`config.mk`:
```
export PLATFORM = sky130hd
export DESIGN_NAME = text_display_char_scanner
export DESIGN_NICKNAME = d
export VERILOG_FILES = /design/src/rtl/text_display_pkg.sv /design/src/rtl/text_display_cursor.sv /design/src/rtl/text_display_char_scanner.sv
export SDC_FILE = /design/constraint.sdc
export NUM_CORES = 1
export LEC_CHECK = 0
export CAP_MARGIN = 15
export CELL_PAD_IN_SITES_DETAIL_PLACEMENT = 0
export CELL_PAD_IN_SITES_GLOBAL_PLACEMENT = 2
export CORE_MARGIN = 2
export CORE_UTILIZATION = 28
export DETAILED_ROUTE_END_ITERATION = 8
export PLACE_DENSITY = 0.79
export SETUP_SLACK_MARGIN = 0.05
export SLEW_MARGIN = 20
export SYNTH_ARGS = -nofsm -noshare
export SYNTH_HDL_FRONTEND = slang
export SYNTH_SLANG_ARGS = --single-unit
```
`constraint.sdc`:
```
create_clock -name clk -period 2.6 [get_ports clk]
set_input_delay 0.65 -clock clk [delete_from_list [all_inputs] [get_ports clk]]
set_output_delay 0.65 -clock clk [all_outputs]
set_load 0.01 [all_outputs]
```
`src/rtl/text_display_pkg.sv`:
```
// text_display_pkg: shared constants and state encoding for the text display path
package text_display_pkg;
  localparam int CHAR_W = 8;
  localparam int CHAR_H = 16;
  localparam int COLS_DEF = 40;
  localparam int ROWS_DEF = 15;
  localparam int X_W = 9;
  localparam int Y_W = 8;
  typedef enum logic [2:0] {IDLE, ADDR, LATCH, DRAW, ADVANCE} state_t;
endpackage

```
`src/rtl/text_display_cursor.sv`:
```
// text_display_cursor: raster cursor holding col/row, buffer address and pixel origin
// ports: clk, rst (sync, active-high); clear zeroes the cursor; step advances one cell;
// addr/base_x/base_y are the registered cell address and pixel origin; last_cell flags the final cell
module text_display_cursor
  import text_display_pkg::*;
#(
  parameter int COLS = COLS_DEF,
  parameter int ROWS = ROWS_DEF,
  parameter int ADDR_W = 10
) (
  input  logic              clk,
  input  logic              rst,
  input  logic              clear,
  input  logic              step,
  output logic [ADDR_W-1:0] addr,
  output logic [X_W-1:0]    base_x,
  output logic [Y_W-1:0]    base_y,
  output logic              last_cell
);
  localparam int CW = COLS > 1 ? $clog2(COLS) : 1;
  localparam int RW = ROWS > 1 ? $clog2(ROWS) : 1;
  logic [CW-1:0] col;
  logic [RW-1:0] row;
  logic last_col;
  assign last_col = col == CW'(COLS - 1);
  assign last_cell = last_col && row == RW'(ROWS - 1);
  // origin and address advance incrementally so no multiplier is needed
  always_ff @(posedge clk) begin
    if (rst || clear) begin
      col <= '0;
      row <= '0;
      addr <= '0;
      base_x <= '0;
      base_y <= '0;
    end else if (step) begin
      addr <= addr + 1'b1;
      col <= last_col ? '0 : col + 1'b1;
      base_x <= last_col ? '0 : base_x + X_W'(CHAR_W);
      row <= last_col ? row + 1'b1 : row;
      base_y <= last_col ? base_y + Y_W'(CHAR_H) : base_y;
    end
  end
endmodule

```
`src/rtl/text_display_char_scanner.sv`:
```
// text_display_char_scanner: walks the character buffer and sequences one glyph draw per cell
// ports: clk, rst (sync, active-high); start requests a frame (IDLE only); done_char ends a glyph;
// char_data is sync RAM read data; char_addr/char_code/base_x/base_y describe the current cell;
// display_char enables the glyph counter; busy is high outside IDLE; frame_done pulses after the last cell
module text_display_char_scanner
  import text_display_pkg::*;
#(
  parameter int COLS = COLS_DEF,
  parameter int ROWS = ROWS_DEF,
  parameter int ADDR_W = 10
) (
  input  logic              clk,
  input  logic              rst,
  input  logic              start,
  input  logic              done_char,
  input  logic [7:0]        char_data,
  output logic [ADDR_W-1:0] char_addr,
  output logic [7:0]        char_code,
  output logic [X_W-1:0]    base_x,
  output logic [Y_W-1:0]    base_y,
  output logic              display_char,
  output logic              busy,
  output logic              frame_done
);
  state_t state, state_n;
  logic clear, step, last_cell;
  always_comb begin
    state_n = state;
    clear = 1'b0;
    step = 1'b0;
    case (state)
      IDLE: begin
        state_n = start ? ADDR : IDLE;
        clear = start;
      end
      ADDR: state_n = LATCH;
      LATCH: state_n = DRAW;
      DRAW: state_n = done_char ? ADVANCE : DRAW;
      ADVANCE: begin
        state_n = last_cell ? IDLE : ADDR;
        step = !last_cell;
      end
      default: state_n = IDLE;
    endcase
  end
  always_ff @(posedge clk) begin
    if (rst) begin
      state <= IDLE;
      busy <= 1'b0;
      frame_done <= 1'b0;
      char_code <= '0;
    end else begin
      state <= state_n;
      busy <= state_n != IDLE;
      frame_done <= state == ADVANCE && last_cell;
      if (state == LATCH) char_code <= char_data;
    end
  end
  assign display_char = state == DRAW;
  text_display_cursor #(.COLS(COLS), .ROWS(ROWS), .ADDR_W(ADDR_W)) u_cursor (
    .clk(clk),
    .rst(rst),
    .clear(clear),
    .step(step),
    .addr(char_addr),
    .base_x(base_x),
    .base_y(base_y),
    .last_cell(last_cell)
  );
endmodule
```
==> impl_metrics.yaml <==
run_status:
  status: "finished clean"
route:
  drc: 0
  wl_per_cell_um: 12.4
  ant_nets: 0
  vias: 1630
  finalWirelength_mm: 4.23
  drtPass1Iterations: 4
  drtIter0Drc: 51
  avgViaCountPerCell: 4.78
clock_network:
  cts-root-buf: "clkbuf_8"
  post-cts-setup-buffers: 0
  cts_buffers: 5
  h-tree-depth: 2
  clk_latency_ns: 0.31
  clock-sinks: 43
  cts_hold_buf: 0
  cts_resized: 0
  clockBufferDepth: 2
  cts_tree: "built"
  clk_pin_slew_ns: 0.08
global_routing:
  grt_pass1_wl_mm: 6.93
  grt_pass1_vias: 1481
  antenna_found_initial: 0
  grt_usage_pct: 11.8
  grt_max_degree: 32
  overflow: 0
hold_path:
  holdPathStages: 2
  hold_path.class: "reg2reg"
  hold_end: "u_cursor.base_x[8]"
  min_from: "u_cursor.base_x[8]"
power_and_ir_drop:
  p_leak_nw: 0.846
  ir_drop_mv: 0.236
  power_density_nw_per_um2: 490
yosys:
  synth_simple_gate_area_share_pct: 23.3
  yosys.area_share.adder_pct: 3.90
  async_flop_share_pct: 0
  ys_ff_latch: 43
  yosysTopAreaCell: "dfxtp_1"
  ys_warn_count: 0
  yosysSeqAreaShare_pct: 44.7
  synth-edff-count: 0
  syn_avg_cell_area_um2: 8.83
  synthXorXnorAreaFrac_pct: 2.73
  synth_top_area_share_pct: 44.7
  synth_cells: 218
  ys_types: 37
  synth_ff_type: "dfxtp_1"
  syn-cell-area_um2: 1930
  synth_compound_area_share_pct: 13.3
  synth_area_leaders: "dfxtp_1 (45%), nor2_1 (5.3%), mux2i_1 (5.2%)"
  yosys-mux-area-fraction_pct: 5.20
  synth_top_family_by_area: "simple AND/OR/NAND/NOR gates"
timing:
  slew_headroom_pct: 63.3
  post-route-period-util_pct: 84.7
  tightest_slew_ns: 0.548
  finalHoldViolations: 0
  fmax_ghz: 0.454
  slew_viol_final: 0
  clock_skew_ns: 0.0131
  setup_viol: 0
  fin_crit_ns: 2.20
  finalSetupTns_ns: 0
  rsz0062_at_grt: "no"
setup_path:
  ff2ff_path_depth: 6
  cp_top_family: "buffers and inverters"
  worstSetupPathType: "reg2out"
  cp.arrival_ns: 1.55
  cp_cell_sequence: "nand2b_1 > nor2_1 > clkdlybuf4s50_1"
  rrSetupSlack_ns: 0.65
  required_ns: 1.95
  startpoint: "state[1]"
  start_kind: "register"
  cp_max_fo: 8
  crit_slowest_cell: "clkdlybuf4s50_1"
  r2r-end: "u_cursor.addr[9]"
  max_stage_delay_ns: 0.54
  critPathBufInv: 1
  crit_path_end_kind: "primary output"
  reg2reg_from: "u_cursor.row[0]"
floorplan:
  row_count: 30
  ioPinCount: 50
  design.core.area_um2: 6720
  chipHeight_um: 86.9
  fp.dieArea_um2: 7560
  start_util_pct: 28.7
  die_width_um: 86.9
placed_design:
  dp_hpwl_mm: 2.99
  place_area_um2: 2400
  dp.cells: 333
  portBuffers: 42
  place_congestion: 0.735
cells_and_area:
  fillCellCount: 705
  drive_above_1_share_pct: 5.75
  nNetsFinal: 278
  fin_area_um2: 2480
  diodes: 0
  stdcell_count: 341
  syn_to_final_growth_pct: 29.0
run:
  maxCapViolations: 0
## kinds of logic after synthesis
| family | after synthesis |
|---|---|
| fa+ha+maj | 6 |
| compound gates | 43 |
| simple gates | 84 |
| xor+xnor | 6 |
| flops | 43 |
| other cells | 1 |
| mux | 10 |
| buf+inv | 25 |
## worst min-delay path: cells and delay by family, from the launching register on
family | cells | cell delay [ns]
compound gates | 2 | 0.13
flops | 1 | 0.32
## state kept, by name, indices dropped and copies added, names as in the netlist
| register | flops |
|---|---|
| u_cursor.row | 4 |
| frame_done | 1 |
| u_cursor.base_x | 6 |
| u_cursor.base_y | 4 |
| state | 3 |
| char_code | 8 |
| busy | 1 |
| u_cursor.addr | 10 |
| u_cursor.col | 6 |
## layout make-up
class                   count  area [um2]  area share, %
clock buffers               6        72.6           2.92
clock inverters             2        12.5          0.504
inverters                   8        30.0           1.21
multi-input cells         156         958           38.6
flip-flops and latches     43         861           34.6
well taps                  80         100           4.03
repair buffers             46         450           18.1
## stage by stage
| stage | hold slack, ns | worst slack [ns] | utilization (%) | power (mW) |
|---|---|---|---|---|
| global placement | 0.465 | 0.393 | 35.7 | 0.809 |
| global route | 0.515 | 0.291 | 37.0 | 1.28 |
| detailed placement | 0.470 | 0.402 | 35.7 | 0.808 |
| CTS | 0.483 | 0.387 | 37.0 | 1.24 |
| finish | 0.483 | 0.398 | 37.0 | 1.22 |
| floorplan | 0.454 | 0.793 | - | 0.762 |
## where the power goes
part           switching [mW]  internal [mW]
clock                   0.239          0.188
combinational          0.0553         0.0541
sequential             0.0116          0.670
## cells in the mapped netlist, drive strengths merged (2+ instances only)
cell type and n:
a21oi 18, a22oi 2, and3 3, and4 2, buf 9, clkbuf 8, dfxtp 43, ha 6
inv 8, mux2i 10, nand2 9, nand3 11, nand4 5, nor2 27, nor3 2, o211ai 2
o21ai 13, o31ai 4, or3 12, or4 5, xnor2 3, xor2 3
## cell usage in the layout, fill, tap and decap left out, types with 2 or more instances in the layout
master	count
dfxtp_1	43
clkdlybuf4s50_1	42
nor2_1	27
a21oi_1	18
o21ai_0	13
or3_1	12
nand3_1	11
mux2i_1	10
nand2_1	9
inv_1	8
conb_1	7
ha_1	6
nand4_1	5
or4_1	5
clkbuf_8	5
o31ai_1	4
buf_4	4
and3_1	3
xnor2_1	3
xor2_1	3
a22oi_1	2
and4_1	2
nor3_1	2
o211ai_1	2
## per-layer routing
| metal | vias up | track usage, % | wire [um] |
|---|---|---|---|
| met2 | 39 | 16.6 | 1790 |
| met5 | - | 0 | 0 |
| met1 | 734 | 16.0 | 2140 |
| met4 | 0 | 6.68 | 102 |
| met3 | 8 | 3.32 | 203 |
| li1 | 849 | - | - |
## worst max-delay path by stage
| stage | slack, ns | to | depth (start not counted) |
|---|---|---|---|
| finish | 0.40 | display_char | 3 |
| global route | 0.29 | display_char | 3 |
| CTS | 0.39 | display_char | 3 |
| detailed placement | 0.40 | u_cursor.addr[3] | 4 |
| global placement | 0.39 | u_cursor.addr[3] | 5 |
| floorplan | 0.79 | u_cursor.addr[8] | 6 |
No activity file was read; power rests on OpenSTA's default activity.
